## config.mk

```make
export PLATFORM = sky130hd
export DESIGN_NAME = fib_seq_gen
export DESIGN_NICKNAME = d
export VERILOG_FILES = /design/src/rtl/fib_pkg.sv /design/src/rtl/fib_add_sat.sv /design/src/rtl/fib_seq_gen.sv
export SDC_FILE = /design/constraint.sdc
export NUM_CORES = 1
export LEC_CHECK = 0
export BUFFER_PORTS_ARGS = -buffer_cell sky130_fd_sc_hd__clkbuf_2
export CAP_MARGIN = 10
export CORE_MARGIN = 2
export CORE_UTILIZATION = 53
export DETAILED_ROUTE_END_ITERATION = 12
export PLACE_DENSITY = 0.75
export SYNTH_ARGS = -nofsm -noshare
export SYNTH_HDL_FRONTEND = slang
export SYNTH_SLANG_ARGS = --single-unit
```

## constraint.sdc

```tcl
create_clock -name clk -period 3.91 [get_ports clk]
set_input_delay 0.5865 -clock clk [delete_from_list [all_inputs] [get_ports clk]]
set_output_delay 0.5865 -clock clk [all_outputs]
set_load 0.05 [all_outputs]
```

## src/rtl/fib_pkg.sv

```systemverilog
// Shared types for the generalised Fibonacci sequence generator.
package fib_pkg;

  // Controller states: idle, computing, presenting a stream term, completion.
  typedef enum logic [1:0] {
    IDLE = 2'd0,
    RUN  = 2'd1,
    EMIT = 2'd2,
    FIN  = 2'd3
  } state_t;

endpackage

```

## src/rtl/fib_add_sat.sv

```systemverilog
// fib_add_sat: combinational adder for the recurrence, with optional clamp on carry-out.
module fib_add_sat #(
  parameter int unsigned WIDTH    = 32,
  parameter int unsigned SATURATE = 0
) (
  input  logic [WIDTH-1:0] i_a,
  input  logic [WIDTH-1:0] i_b,
  output logic [WIDTH-1:0] o_sum,
  output logic             o_carry
);

  logic [WIDTH:0] w_full;

  // Full-width add; an overflowing sum clamps to all-ones when saturation is enabled.
  always_comb begin
    w_full  = {1'b0, i_a} + {1'b0, i_b};
    o_carry = w_full[WIDTH];
    o_sum   = ((SATURATE != 0) && w_full[WIDTH]) ? {WIDTH{1'b1}} : w_full[WIDTH-1:0];
  end

endmodule

```

## src/rtl/fib_seq_gen.sv

```systemverilog
// fib_seq_gen: two-seed recurrence F(k)=F(k-1)+F(k-2) up to term n, returning F(n) only
// (result mode) or every term F(0..n) over a valid/ready stream (stream mode).
module fib_seq_gen
  import fib_pkg::*;
#(
  parameter int unsigned WIDTH    = 32,
  parameter int unsigned N_WIDTH  = 16,
  parameter int unsigned SATURATE = 0
) (
  input  logic               clk,
  input  logic               rst_n,
  input  logic               i_start,
  input  logic               i_abort,
  input  logic               i_stream_mode,
  input  logic [N_WIDTH-1:0] i_n,
  input  logic [WIDTH-1:0]   i_seed0,
  input  logic [WIDTH-1:0]   i_seed1,
  output logic               o_busy,
  output logic               o_done,
  output logic [WIDTH-1:0]   o_result,
  output logic               o_overflow,
  output logic [WIDTH-1:0]   o_term,
  output logic [N_WIDTH-1:0] o_term_idx,
  output logic               o_term_valid,
  output logic               o_term_last,
  input  logic               i_term_ready
);

  state_t             r_state;
  logic [WIDTH-1:0]   r_a;
  logic [WIDTH-1:0]   r_b;
  logic [WIDTH-1:0]   r_result;
  logic [WIDTH-1:0]   r_term;
  logic [N_WIDTH-1:0] r_k;
  logic [N_WIDTH-1:0] r_n;
  logic [N_WIDTH-1:0] r_term_idx;
  logic               r_mode;
  logic               r_ovf;
  logic               r_done;
  logic               r_term_valid;
  logic               r_term_last;

  logic [WIDTH-1:0]   w_sum;
  logic               w_carry;
  logic               w_k_is_n;
  logic [N_WIDTH-1:0] w_k_next;
  logic [N_WIDTH:0]   w_k_plus2;
  logic               w_ovf_in_range;
  logic               w_handshake;

  fib_add_sat #(
    .WIDTH    (WIDTH),
    .SATURATE (SATURATE)
  ) u_add (
    .i_a     (r_a),
    .i_b     (r_b),
    .o_sum   (w_sum),
    .o_carry (w_carry)
  );

  // Index bookkeeping; k+2 is kept one bit wider so n at its maximum cannot wrap the compare.
  always_comb begin
    w_k_is_n       = (r_k == r_n);
    w_k_next       = r_k + N_WIDTH'(1);
    w_k_plus2      = {1'b0, r_k} + (N_WIDTH + 1)'(2);
    w_ovf_in_range = (w_k_plus2 <= {1'b0, r_n});
    w_handshake    = r_term_valid && i_term_ready;
  end

  // Controller, datapath registers and registered stream/result outputs.
  always_ff @(posedge clk or negedge rst_n) begin
    if (!rst_n) begin
      r_state      <= IDLE;
      r_a          <= '0;
      r_b          <= '0;
      r_k          <= '0;
      r_n          <= '0;
      r_mode       <= 1'b0;
      r_ovf        <= 1'b0;
      r_done       <= 1'b0;
      r_result     <= '0;
      r_term       <= '0;
      r_term_idx   <= '0;
      r_term_valid <= 1'b0;
      r_term_last  <= 1'b0;
    end else begin
      r_done <= 1'b0;
      if (r_state != IDLE && i_abort) begin
        // Abort cancels any running job, including the completion cycle: no done pulse.
        r_state      <= IDLE;
        r_term_valid <= 1'b0;
        r_term_last  <= 1'b0;
      end else begin
        case (r_state)
          IDLE: begin
            if (i_start && !i_abort) begin
              r_a      <= i_seed0;
              r_b      <= i_seed1;
              r_k      <= '0;
              r_n      <= i_n;
              r_mode   <= i_stream_mode;
              r_ovf    <= 1'b0;
              r_result <= '0;
              r_state  <= RUN;
            end
          end
          RUN: begin
            if (r_mode) begin
              r_term       <= r_a;
              r_term_idx   <= r_k;
              r_term_valid <= 1'b1;
              r_term_last  <= w_k_is_n;
              r_state      <= EMIT;
            end else if (w_k_is_n) begin
              r_result <= r_a;
              r_state  <= FIN;
            end else begin
              r_a <= r_b;
              r_b <= w_sum;
              r_k <= w_k_next;
              if (w_carry && w_ovf_in_range) r_ovf <= 1'b1;
            end
          end
          EMIT: begin
            if (w_handshake) begin
              if (w_k_is_n) begin
                r_result     <= r_a;
                r_term_valid <= 1'b0;
                r_term_last  <= 1'b0;
                r_state      <= FIN;
              end else begin
                // Advance and present the next term straight away (back-to-back).
                r_a         <= r_b;
                r_b         <= w_sum;
                r_k         <= w_k_next;
                r_term      <= r_b;
                r_term_idx  <= w_k_next;
                r_term_last <= (w_k_next == r_n);
                if (w_carry && w_ovf_in_range) r_ovf <= 1'b1;
              end
            end
          end
          FIN: begin
            r_done  <= 1'b1;
            r_state <= IDLE;
          end
          default: r_state <= IDLE;
        endcase
      end
    end
  end

  // Output mapping; busy covers FIN so it falls exactly when done rises.
  always_comb begin
    o_busy       = (r_state != IDLE);
    o_done       = r_done;
    o_result     = r_result;
    o_overflow   = r_ovf;
    o_term       = r_term;
    o_term_idx   = r_term_idx;
    o_term_valid = r_term_valid;
    o_term_last  = r_term_last;
  end

endmodule

```

Word-level counts from Yosys, hierarchy flattened
Cells that the tools add are included.

cells by class
  reduce and logical (&&, ||, !) cells = 16
  multiplexer cells = 52
  $add $sub $neg = 3
  magnitude comparators = 1
  bitwise gates (word level) = 1
  equality and inequality tests = 14

operator list
  operator                                        count
  two-way mux 32 bit                              15
  case mux 32 bit (3 select lines)                3
  two-way mux 16 bit                              7
  case mux 32 bit (2 select lines)                1
  case mux 16 bit (3 select lines)                1
  adder 32 x 32 -> 33 bit                         1
  equality test 16 bit                            2
  case mux 16 bit (2 select lines)                1
  adder 16 x 2 -> 17 bit (second input constant)  1
  less-or-equal comparator 17 x 16 -> 1 bit       1
  adder 16 x 1 -> 16 bit (second input constant)  1
  two-way mux 1 bit                               15
  != test 3 bit (second input constant)           4
  two-way mux 2 bit                               5
  != test 2 bit (second input constant)           5
  AND reduction 5 bit                             2
  case mux 2 bit (4 select lines)                 1
  AND reduction 3 bit                             2
  nonzero test 3 bit                              2
  equality test 2 bit (second input constant)     2
  logical AND 1 bit                               4
  case mux 1 bit (2 select lines)                 2
  AND reduction 4 bit                             1
  nonzero test 2 bit                              2
  6 further kinds                                 6

word-level totals
  register bits after elaboration = 183
  logic and storage cells = 100
  input port bits = 86
  output and inout bits = 85

Logic depth before layout (Yosys ltp)
Gate-level depths: netlist of run 1.

  depth after elaboration = 7
  depth in mapped cells = 14
  mapped depth without buffers = 12

Hierarchy
From an unflattened synthesis of run 1, not the netlist that was laid out.

unflattened totals
  cell total of the unflattened synthesis = 1212
  area, all modules = 11429.7 um^2

modules (own cells, without submodules)
  module       area an instance (um^2)  cells an instance  sequential area each (um^2)  instances
  fib_seq_gen  9527.9                   938                4579.4                       1
  fib_add_sat  1901.8                   274                0.0                          1

Worst setup path before layout of run 1
No wires, ideal clock.

  kind = register to register
  from = register r_k[0]
  to = register r_k[1]
  cell stages (with the launch flop) = 14
  slack = 847 ps
  data required time = 3789 ps
  library setup time = 121 ps
  arrival time = 2942 ps
  period minus slack after synthesis = 3063 ps
  buffers on the path = 5
  path through = dfrtp_1 -> clkbuf_1 -> clkbuf_1 -> inv_1 -> ha_1 -> nor2b_1 -> nand4_1 -> or4_1 -> buf_2 -> o21ba_1 -> buf_2 -> and2_4 -> buf_2 -> a22o_1

between the ends
  cells in the longest elaborated chain, start to end = 4
  elaborated cells between the ends (all ways) = 6
  those cells by class = add/sub (1); eq/ne (1); mux (4)

ends and longest elaborated chain
  what                                                            line                                    RTL
  from (decl)                                                     fib_seq_gen.sv:34                       logic [N_WIDTH-1:0] r_k;
  from (signal assigned)                                          fib_seq_gen.sv:120                      r_k <= w_k_next;
  from (signal assigned)                                          fib_seq_gen.sv:135                      r_k <= w_k_next;
  adder 16 x 1 -> 16 bit or equality test 16 bit (tied branches)  fib_seq_gen.sv:64, fib_seq_gen.sv:63
  two-way mux 16 bit *                                            fib_seq_gen.sv:114, fib_seq_gen.sv:126
  two-way mux 16 bit (on tied branches)                           fib_seq_gen.sv:125, fib_seq_gen.sv:108
  case mux 16 bit (3 select lines) *                              fib_seq_gen.sv:94                       case (r_state)

Mark *: on every way between the ends. The rest lies on a longest branch, timed or not. The select of a mux whose other input is x is not followed.
A chain may end at the register's enable or synchronous reset.

Worst setup path in the final report of run 1
  from = register r_state[1]
  to = register r_k[4]

between the ends
  cells in the longest elaborated chain, start to end = 4
  elaborated cells between the ends (all ways) = 12
  those cells by class = eq/ne (5); mux (1); bitwise (1); reduce/logical (5)

ends and longest elaborated chain
  what                                                         line                RTL
  from (decl)                                                  fib_seq_gen.sv:29   state_t r_state;
  from (signal assigned)                                       fib_seq_gen.sv:73   r_state <= IDLE;
  from (signal assigned)                                       fib_seq_gen.sv:90   r_state <= IDLE;
  from (signal assigned)                                       fib_seq_gen.sv:104  r_state <= RUN;
  branches (longest 4 deep; another with AND reduction 5 bit)  -

Parallel ways; which one is timed is not known.

==> summary.txt, run 1 <==
Run
  – Max-Cap Viols: 0

Yosys
  – Post-synth ARST share: 100%
  – Ys flop type: dfrtp_1
  – Post-synthesis cell area: 0.0110 sq mm
  – Post-synthesis sequential area ratio: a little over two fifths
  – Post-synth EDFFs: 0
  – Syn_nets: 1315
  – Synth warnings: 0
  – Avg Inst Size Synth: roughly 9.3 sq um
  – FF+latch count, synth: 183
  – Distinct cells, synth: 70
  – Syn Inst Count: 1173

Power
  – Final Power: 12.2 mW
  – Psw: 6.07 mW
  – Combinational share of power: 59.1%
  – Power share of the clock group: 14.0%
  – Peak supply drop: 0.534 mV
  – Pwr Density: a little under 1000 mW/mm^2
  – Leakage: 5.69 nW
  – Switching share of power: between 40% and 50%
  – Flop pwr share: 26.9%
  – Pint: 6.15 mW

Setup path
  – Most frequent CP cell: o21ai_0
  – Arr. time, crit path: between 3 and 4 ns
  – Crit Path Class: flip-flop to flip-flop
  – FF-to-FF End: r_k[4]
  – R2R setup slack: 0.54 ns
  – Crit-path max FO: 70
  – Cells along the critical path: inv_1 > ha_1 > nand2_1 > o21ai_0 > or4_1 > o21ba_4 > buf_4 > o21ai_0 > nand2_1 > o21ai_0
  – Critical path endpoint category: flip-flop
  – Cells on worst reg2reg path: 10
  – Slowest cell on the critical path: buf_4
  – CP Launch Type: flip-flop
  – Reg2reg start: r_state[1]
  – Crit path largest cell delay: 0.65 ns
  – Critical Path RT: roughly 4.2 ns

Timing
  – Min Tclk post-route: 3.37 ns
  – Fin Setup TNS: 0 ns
  – Hold slack: 0.0979 ns
  – Fin crit share: between 80% and 90%
  – Max frequency: 0.297 GHz
  – Clock Skew: about 0.014 ns
  – Unrepaired setup endpoints after global routing: false
  – Final Hold Fails: 0
  – PnR worst setup slack: 0.544 ns
  – Worst rel slew slack: 30.9%
  – Fin. max-slew vios: 0
  – Actual transition at the worst max-transition pin: 1.04 ns
  – Setup-failing EPs final: 0

Placed design
  – Dpl ws: 0.565 ns
  – Dpl hpwl: 20200 microns
  – I/O Buffers: 170
  – Routability Congestion: roughly 0.93

Floorplanning
  – Die footprint: about 0.022 sq mm
  – Starting density of the core: between 50% and 60%
  – Die height: 148 microns
  – DIE WIDTH: roughly 150 microns
  – Top Ports: 171
  – # rows: between 50 and 60
  – Core ar.: 0.0203 sq mm

Clock network
  – H-tree depth: 4
  – Reg clk slew, reported paths: 0.07 ns
  – TritonCTS Buffers: 17
  – Hold-fix buffers, CTS: 0
  – Clk_lat worst skew: 0.44 ns
  – Postcts setup bufs: 0
  – Clk buf depth: 2
  – Post-CTS Resized: 0
  – CTS tree: done
  – Root Driver: clkbuf_16
  – CTS sink cnt: 183

Global routing
  – Vias in the first global route: roughly 9100
  – Overflow after GRT: 0
  – Total GRT Usage: about a quarter
  – Wire length of the first global-routing pass: approximately 46000 microns
  – Initial antenna violation count: 1
  – Largest net degree at the start of global routing: 98

Routing
  – Residual DRC: 0
  – Routed WL: approximately 28000 microns
  – Post-DRT Antenna Nets: 0
  – DR vias: 9247
  – Drt via density: 5.86
  – Drt first pass iters: 5
  – Drt initial violations: 532
  – Wire per inst: 18.0 microns

Final layout
  – Total Nets Final: 1437
  – Share of layout cells above drive strength 1: slightly below 20%
  – Layout Area Growth over Synthesis: 14.4%
  – Final core occ: slightly above 60%
  – Layout filler cell count: 1761

Run status
  – Outcome: complete, no violations

Min path
  – Worst hold path class: primary input to async pin
==> kinds of logic (layout without fill, tap and decap cells) <==
family,count (synthesis),in the layout,synth area share (%)
AOI/OAI and AO/OA,317,317,18.3
xor gates and xnor gates,72,72,5.75
adders and majority gates,56,56,6.46
buffers and inverters,108,243,4.23
DFF,183,183,41.8
muxes,102,102,9.54
other,0,1,0
and+or+nand+nor,335,335,13.9
==> routing by layer <==
| metal | vias to the layer above | share of wire, % | track usage, % |
|---|---|---|---|
| met1 | 4487 | 43 | 34.0 |
| li1 | 4428 | - | - |
| met2 | 273 | 50 | 44.4 |
| met3 | 59 | 4.7 | 5.03 |
| met4 | 0 | 2.7 | 9.24 |
| met5 | - | 0 | 0 |
==> cell usage after synthesis (11+ instances only) <==
| cell | n | area share (%) |
|---|---|---|
| a21o_1 | 14 | 0.96 |
| a21oi_1 | 142 | 6.5 |
| a22o_1 | 34 | 2.7 |
| and3_1 | 18 | 1.0 |
| buf_2 | 29 | 1.3 |
| clkbuf_1 | 45 | 1.5 |
| dfrtp_1 | 183 | 42 |
| ha_1 | 55 | 6.3 |
| inv_1 | 27 | 0.92 |
| mux2_2 | 20 | 2.1 |
| mux2i_1 | 82 | 7.5 |
| nand2_1 | 87 | 3.0 |
| nand3_1 | 28 | 1.3 |
| nor2_1 | 131 | 4.5 |
| nor2b_1 | 15 | 0.86 |
| nor3_1 | 11 | 0.50 |
| o21ai_0 | 50 | 2.3 |
| xnor2_1 | 43 | 3.4 |
| xor2_1 | 29 | 2.3 |
==> cells in the final DEF, fill, tap and decap left out, drive strengths merged, types with 4 or more instances in the layout <==
master  count
o21ai      59
nor3       11
nand2      89
nand4      10
inv        36
a22oi       4
clkbuf    187
o31ai       8
nor2b      15
buf        13
and2        6
xnor2      43
clkinv      7
xor2       29
nor2      132
o21a        5
a21o       14
a21oi     142
a31oi       8
nand3      28
a211oi      7
o22ai       5
nand2b      5
mux2i      82
ha         55
mux2       20
and3       18
or4         4
dfrtp     183
a22o       34
==> worst max-delay path: cells and delay by family, from the launching register on <==
family,cells,cell delay (ns)
AO/OA/AOI/OAI,4,0.89
AND/OR/NAND/NOR,3,0.85
buffers and inverters,2,0.77
adder cells (fa/ha/maj),1,0.26
flip-flops,1,0.43
==> worst max-delay path by stage <==
stage                           from  endpoint  slack, ns  cells past startpoint
final                     r_state[1]    r_k[4]       0.54                     10
after global routing      r_state[1]   r_k[13]       0.26                     10
after CTS                 r_state[1]    r_k[4]       0.57                     10
after detailed placement  r_state[1]   r_k[12]       0.56                     10
after global placement    r_state[1]   r_k[12]       0.69                     10
after floorplan               r_k[0]    r_k[1]       0.85                     13
==> power groups by stage <==
stage	logic [mW]	clock network (mW)	registers, mW
floorplan	4.88	0	3.97
global placement	7.02	0	3.29
detailed placement	7.15	0	3.32
CTS	7.22	1.73	3.28
global route	7.96	1.82	3.39
finish	7.23	1.71	3.29
==> layout make-up <==
type	count	area [sq um]	area share, %
Antenna cell	1	2.50	0.0200
Timing Repair Buffer	183	982	7.83
Multi-Input combinational cell	882	5950	47.4
Clock buffer	17	425	3.39
Tap cell	270	338	2.69
Clock inverter	15	159	1.27
Sequential cell	183	4580	36.5
Inverter	28	105	0.838
==> state kept, by name, indices dropped and copies added (netlist names) <==
name	flops
r_b	32
o_result	32
r_state	2
o_term_last	1
o_term	32
r_k	16
o_overflow	1
o_term_idx	16
o_term_valid	1
r_n	16
r_mode	1
r_a	32
o_done	1
==> stage by stage <==
step	std cells	instance area [sq um]
2_1_floorplan	1173	11000
3_3_place_gp	1546	12000
3_5_place_dp	1546	12000
4_1_cts	1578	12500
5_1_grt	1579	12500
6_report	1579	12500
Note: power is estimated with default switching activity, not from simulation.
==> run 2: changes to the inputs <==
--- a/config.mk
+++ b/config.mk
@@ -7,7 +7,6 @@
 export LEC_CHECK = 0
 export BUFFER_PORTS_ARGS = -buffer_cell sky130_fd_sc_hd__clkbuf_2
 export CAP_MARGIN = 10
-export CORE_MARGIN = 2
 export CORE_UTILIZATION = 53
 export DETAILED_ROUTE_END_ITERATION = 12
 export PLACE_DENSITY = 0.75
==> summary.txt, run 2 (synthesis results as in run 1) <==
Run status
  – Outcome: complete, no violations

Timing
  – Max frequency: 0.292 GHz (-1.9%)
  – Actual transition at the worst max-transition pin: 1.00 ns (-0.0335 ns)
  – Fin Setup TNS: 0 ns (unchanged)
  – Clock Skew: 0.0206 ns (+0.00625 ns)
  – Worst rel slew slack: 33.1% (+2.2 points)
  – Unrepaired setup endpoints after global routing: false
  – Fin crit share: 87.7% (+1.6 points)
  – Min Tclk post-route: 3.43 ns (+0.0637 ns)
  – Fin. max-slew vios: 0 (unchanged)
  – Hold slack: 0.222 ns (+0.124 ns)
  – Final Hold Fails: 0 (unchanged)
  – Setup-failing EPs final: 0 (unchanged)

Clock network
  – CTS sink cnt: 183 (unchanged)
  – CTS tree: done
  – Root Driver: clkbuf_16
  – Clk_lat worst skew: 0.44 ns (about the same)
  – Postcts setup bufs: 0 (unchanged)
  – H-tree depth: 4 (unchanged)
  – Reg clk slew, reported paths: 0.08 ns (about the same)
  – TritonCTS Buffers: 17 (unchanged)
  – Hold-fix buffers, CTS: 0 (unchanged)
  – Post-CTS Resized: 0 (unchanged)
  – Clk buf depth: 2 (unchanged)

Global routing
  – Initial antenna violation count: 1 (unchanged)
  – Vias in the first global route: 9171 (+0.34%)
  – Total GRT Usage: 27.2% (+0.96 points)
  – Largest net degree at the start of global routing: 98 (unchanged)
  – Overflow after GRT: 0 (unchanged)
  – Wire length of the first global-routing pass: 46100 microns (+0.36%)

Setup path
  – Critical path endpoint category: flip-flop
  – Crit path largest cell delay: 0.65 ns (about the same)
  – Arr. time, crit path: 3.73 ns (+0.06 ns)
  – Most frequent CP cell: o21ai_0
  – Crit-path max FO: 76 (+8.6%)
  – Crit Path Class: flip-flop to flip-flop
  – CP Launch Type: flip-flop
  – Slowest cell on the critical path: buf_4
  – Cells along the critical path: inv_1 > ha_1 > nand2_1 > o21ai_0 > or4_1 > o21ba_4 > buf_4 > o21ai_0 > nand2_1 > o21ai_0
  – Critical Path RT: 4.21 ns (about the same)
  – Crit path buf inv count: 2 (unchanged)
  – Kind of cell adding the most delay to the critical path: compound AO/OA/AOI/OAI gates

Placed design
  – Placement-stage cell area: 0.0119 sq mm (about the same)
  – Dpl hpwl: 20200 microns (+0.11%)
  – I/O Buffers: 170 (unchanged)
  – Routability Congestion: 0.885 (-4.6%)

Run
  – Max-Cap Viols: 0 (unchanged)

Power
  – Flop pwr share: 26.8% (about the same)
  – Combinational share of power: 58.6% (-0.5 points)
  – Leakage: 5.70 nW (+0.22%)
  – Power share of the clock group: 14.7% (+0.7 points)
  – Pint: 6.22 mW (+1.1%)
  – Psw: 6.09 mW (+0.28%)
  – Switching share of power: 49.5% (-0.20 points)
  – Peak supply drop: 0.536 mV (+0.40%)
  – Pwr Density: 978 mW/mm^2 (+0.39%)
  – Final Power: 12.3 mW (+0.69%)

Routing
  – Wire per inst: 18.0 microns (about the same)
  – Drt initial violations: 524 (-1.5%)
  – Residual DRC: 0 (unchanged)
  – Post-DRT Antenna Nets: 0 (unchanged)
  – Met3 routed WL: 1440 microns (+7.2%)
  – Routed WL: 28400 microns (about the same)
  – DRT met1 WL: 12100 microns (-0.95%)
  – DR vias: 9112 (-1.5%)
  – Drt via density: 5.77 (-1.5%)
  – Met2 WL: 14200 microns (+0.67%)
  – Uppermost layer routed: met5
  – Drt first pass iters: 5 (unchanged)

Floorplanning
  – Starting density of the core: 54.2% (+0.17 points)
  – Die footprint: 0.0213 sq mm (-2.7%)
  – Core ar.: 0.0202 sq mm (-0.32%)
  – Die height: 146 microns (-1.4%)
  – Top Ports: 171 (unchanged)
  – # rows: 52 (unchanged)
  – DIE WIDTH: 146 microns (-1.4%)

Final layout
  – Design area: 0.0126 sq mm (+0.30%)
  – Layout Area Growth over Synthesis: 14.7%
  – Commonest non-fill, non-tap cell in the layout: dfrtp_1
  – Total Nets Final: 1438 (+0.070%)
  – Layout filler cell count: 1763 (+0.11%)
  – Antenna cell count: 0 (-1)
  – Most frequent cells in the layout: dfrtp_1 (183), clkbuf_2 (169), a21oi_1 (142)
  – Final core occ: 62.2% (+0.38 points)
  – Share of layout cells above drive strength 1: 19.4% (+0.062 points)

Min path
  – Worst hold path class: primary input to async pin
[run 2: cell count changes in the layout (fill, tap and decap cells not counted), sizes merged]
cell      previous run  this run
clkinvlp             0         1
inv                 36        34
bufinv               0         1
buf                 13        14
diode                1         0
[run 2: per-stage QoR]
step                      instances  worst slack [ns]
after floorplan                1173             0.847
after global placement         1547             0.712
after detailed placement       1547             0.536
after CTS                      1579             0.513
after global routing           1579             0.212
final                          1579             0.480
[run 2: path summary, 6_finish.rpt]
kind	startpoint	end	slack, ns	cells past startpoint
setup / recovery	r_state[1]	r_k[10]	0.48	10
min in group clk	i_n[15]	r_n[15]	0.38	2
hold reg to reg	o_result[4]	o_result[4]	0.51	1
setup reg to reg	r_state[1]	r_k[10]	0.48	10
hold / removal	rst_n	r_mode	0.22	1
max in group asynchronous	rst_n	r_n[7]	2.81	2
[run 2: layout make-up]
type	count	area, sq um	share of cell area, %
Clock buffer	17	425	3.38
Clock inverter	15	204	1.62
Inverter	28	105	0.836
Multi-Input combinational cell	882	5950	47.3
Sequential cell	183	4580	36.4
Tap cell	270	338	2.69
Timing Repair Buffer	184	977	7.77
[run 2: routing by layer]
metal,GRT usage [%],vias up
li1,-,4418
met2,46.7,274
met5,0,-
met1,34.4,4367
met4,9.53,2
met3,5.17,51
[run 2: power groups by stage]
| stage | clock, mW | combinational [mW] | sequential [mW] |
|---|---|---|---|
| 2_1_floorplan | 0 | 4.88 | 3.97 |
| 3_3_place_gp | 0 | 7.02 | 3.30 |
| 4_1_cts | 1.84 | 7.19 | 3.29 |
| 3_5_place_dp | 0 | 7.13 | 3.32 |
| 6_report | 1.81 | 7.20 | 3.29 |
| 5_1_grt | 1.91 | 7.89 | 3.39 |
==> run 3: changes to the inputs <==
--- a/config.mk
+++ b/config.mk
@@ -7,9 +7,10 @@
 export LEC_CHECK = 0
 export BUFFER_PORTS_ARGS = -buffer_cell sky130_fd_sc_hd__clkbuf_2
 export CAP_MARGIN = 10
-export CORE_UTILIZATION = 53
+export CORE_UTILIZATION = 58
 export DETAILED_ROUTE_END_ITERATION = 12
-export PLACE_DENSITY = 0.75
+export PLACE_DENSITY = 0.81
 export SYNTH_ARGS = -nofsm -noshare
 export SYNTH_HDL_FRONTEND = slang
+export SYNTH_HIERARCHICAL = 1
 export SYNTH_SLANG_ARGS = --single-unit
==> summary.txt, run 3 <==
Final layout
  – Most frequent cells in the layout: dfrtp_1 (183), clkbuf_2 (169), nand2_1 (119)
  – Final core occ: 68.7% (+6.5 points)
  – Total Nets Final: 1488 (+3.5%)
  – Non-Filler Instances: 1619 (+2.5%)
  – Design area: 0.0131 sq mm (+3.9%)
  – Commonest non-fill, non-tap cell in the layout: dfrtp_1
  – Antenna cell count: 0 (unchanged)
  – Share of layout cells above drive strength 1: 19.6% (+0.24 points)
  – Layout Area Growth over Synthesis: 14.3%

Placed design
  – I/O Buffers: 170 (unchanged)
  – Dpl ws: 0.746 ns (+0.210 ns)
  – Placement-stage cell area: 0.0125 sq mm (+4.2%)
  – Routability Congestion: 0.943 (+6.6%)
  – Dpl hpwl: 21900 microns (+8.6%)
  – Dpl cells: 1587 (+2.6%)

Global routing
  – Largest net degree at the start of global routing: 99 (+1.0%)
  – Vias in the first global route: 9331 (+1.7%)
  – Wire length of the first global-routing pass: 49300 microns (+7.0%)
  – Overflow after GRT: 0 (unchanged)
  – Initial antenna violation count: 0 (-1)
  – Total GRT Usage: 31.3% (+4.1 points)

Yosys
  – Post-synthesis sequential area ratio: 40.1% (-1.7 points)
  – Distinct cells, synth: 78 (+11%)
  – Syn Inst Count: 1212 (+3.3%)
  – Share of the synthesized area in the top cell type: 40.1% (-1.7 points)
  – Post-synth ARST share: 100% (unchanged)
  – Avg Inst Size Synth: 9.43 sq um (+0.87%)
  – FF+latch count, synth: 183 (unchanged)
  – Commonest cells post-synth: dfrtp_1 (183), nand2_1 (119), a21oi_1 (105)
  – Top area cells in the synthesized netlist: dfrtp_1 (40%), mux2i_1 (8.9%), ha_1 (6.0%), a21oi_1 (4.6%), nand2_1 (3.9%)
  – Largest area contributor in the netlist: dfrtp_1
  – Synth warnings: 6 (+6)
  – Ys flop type: dfrtp_1
  – Post-synth EDFFs: 0 (unchanged)
  – Post-synthesis cell area: 0.0114 sq mm (+4.2%)
  – Top-count cell post-synth: dfrtp_1
  – Syn_nets: 1354 (+3.0%)

Routing
  – Wire per inst: 18.9 microns (+5.1%)
  – Drt via density: 6.09 (+5.5%)
  – Drt initial violations: 774 (+48%)
  – Post-DRT Antenna Nets: 0 (unchanged)
  – Residual DRC: 0 (unchanged)
  – Routed WL: 30600 microns (+7.8%)
  – DR vias: 9858 (+8.2%)
  – Drt first pass iters: 6 (+1)

Setup path
  – Critical Path RT: 4.23 ns (+0.02 ns)
  – Crit path largest cell delay: 0.55 ns (-0.10 ns)
  – Critical path endpoint category: flip-flop
  – Crit Path Class: flip-flop to flip-flop
  – CP Launch Type: flip-flop
  – Slowest cell on the critical path: dfrtp_1
  – Crit-path max FO: 11 (-86%)
  – Arr. time, crit path: 3.54 ns (-0.19 ns)
  – Cells along the critical path: ha_1 > nand3_1 > nor2_1 > nand3_1 > nor2_1 > xor2_1 > ha_1 > nand4_1 > a211o_1 > o2111a_1 > o2111a_1 > o22a_1

Timing
  – Final Hold Fails: 0 (unchanged)
  – Unrepaired setup endpoints after global routing: false
  – Fin crit share: 82.4% (-5.3 points)
  – Min Tclk post-route: 3.22 ns (-0.209 ns)
  – Fin Setup TNS: 0 ns (unchanged)
  – Worst rel slew slack: 40.9% (+7.8 points)
  – Fin. max-slew vios: 0 (unchanged)
  – PnR worst setup slack: 0.689 ns (+0.209 ns)
  – Max frequency: 0.310 GHz (+6.5%)
  – Setup-failing EPs final: 0 (unchanged)
  – Clock Skew: 0.00948 ns (-0.0111 ns)
  – Hold slack: 0.164 ns (-0.0581 ns)
  – Actual transition at the worst max-transition pin: 0.883 ns (-0.120 ns)

Run
  – Max-Cap Viols: 0 (unchanged)

Clock network
  – Reg clk slew, reported paths: 0.07 ns (about the same)
  – Clk_lat worst skew: 0.43 ns (about the same)
  – Root Driver: clkbuf_16
  – H-tree depth: 4 (unchanged)
  – Clk buf depth: 2 (unchanged)
  – Hold-fix buffers, CTS: 0 (unchanged)
  – Postcts setup bufs: 0 (unchanged)
  – CTS sink cnt: 183 (unchanged)
  – TritonCTS Buffers: 17 (unchanged)
  – Post-CTS Resized: 0 (unchanged)
  – CTS tree: done

Power
  – Final Power: 12.2 mW (-0.68%)
  – Pwr Density: 935 mW/mm^2 (-4.4%)
  – Peak supply drop: 0.548 mV (+2.2%)
  – Leakage: 6.05 nW (+6.0%)

Floorplanning
  – Starting density of the core: 60.1% (+5.9 points)
  – DIE WIDTH: 142 microns (-2.4%)
  – # rows: 50 (-3.8%)
  – Die height: 142 microns (-2.4%)
  – Core ar.: 0.0190 sq mm (-6.0%)
  – Top Ports: 171 (unchanged)
  – Die footprint: 0.0203 sq mm (-4.7%)

Run status
  – Outcome: complete, no violations

Min path
  – Worst hold path class: primary input to async pin
==> run 3: cell count changes in the layout (fill, tap and decap cells not counted), moves of 5 or more <==
cell	before	now
a21oi_1	142	104
nand4_1	10	21
inv_1	27	34
nand2_1	87	119
o21ai_1	9	57
nor2_1	131	83
o21ai_0	50	42
mux2i_1	82	102
xnor2_2	0	5
clkinv_8	6	0
nor2b_1	15	7
a21o_1	14	21
nor3_1	11	19
and3_1	17	8
==> run 3: where the power goes <==
group,switching [mW],internal (mW),total [mW]
clock,0.809,1.03,1.84
combinational,4.51,2.59,7.10
sequential,0.690,2.60,3.29
total,6.01,6.21,12.2
==> run 3: cell type report <==
class                   count  area (sq um)
fillers                  1555          5950
clock buffers              18           429
clock inverters            14           183
multi-input cells         922          6390
flip-flops and latches    183          4580
well taps                 260           325
repair buffers            188          1030
inverters                  34           128
==> run 3: final timing paths <==
kind	startpoint	end	slack, ns	depth (start not counted)
max	r_k[2]	o_overflow	0.69	12
min	rst_n	o_term[5]	0.16	1
max reg2reg	r_k[2]	o_overflow	0.69	12
min reg2reg	o_result[14]	o_result[14]	0.51	1
max in group asynchronous	rst_n	r_b[27]	2.80	2
min in group clk	i_n[10]	r_n[10]	0.38	2
==> run 3: worst max-delay path, delay by kind of cell, from the launching register on <==
family / cells / cell delay, ns
XOR/XNOR: 1 / 0.09
adder cells (fa/ha/maj): 2 / 0.71
AND/OR/NAND/NOR: 5 / 0.97
AO/OA/AOI/OAI: 4 / 0.79
flip-flops: 1 / 0.55
==> run 3: cell families after synthesis <==
kind of cell / synth area share (%)
flops: 40.1
mux: 10.7
simple gates: 13.8
fa+ha+maj: 6.20
xor+xnor: 6.31
compound gates: 18.6
buf+inv: 4.29
==> run 3: metal layers <==
metal	track usage, %	part of all wire (%)	wire [microns]	vias to the layer above
met5	0	0	0	-
li1	-	-	-	4656
met4	9.28	1.7	528	0
met1	45.4	46	14000	4743
met2	48.7	46	14100	413
met3	4.27	6.3	1940	46
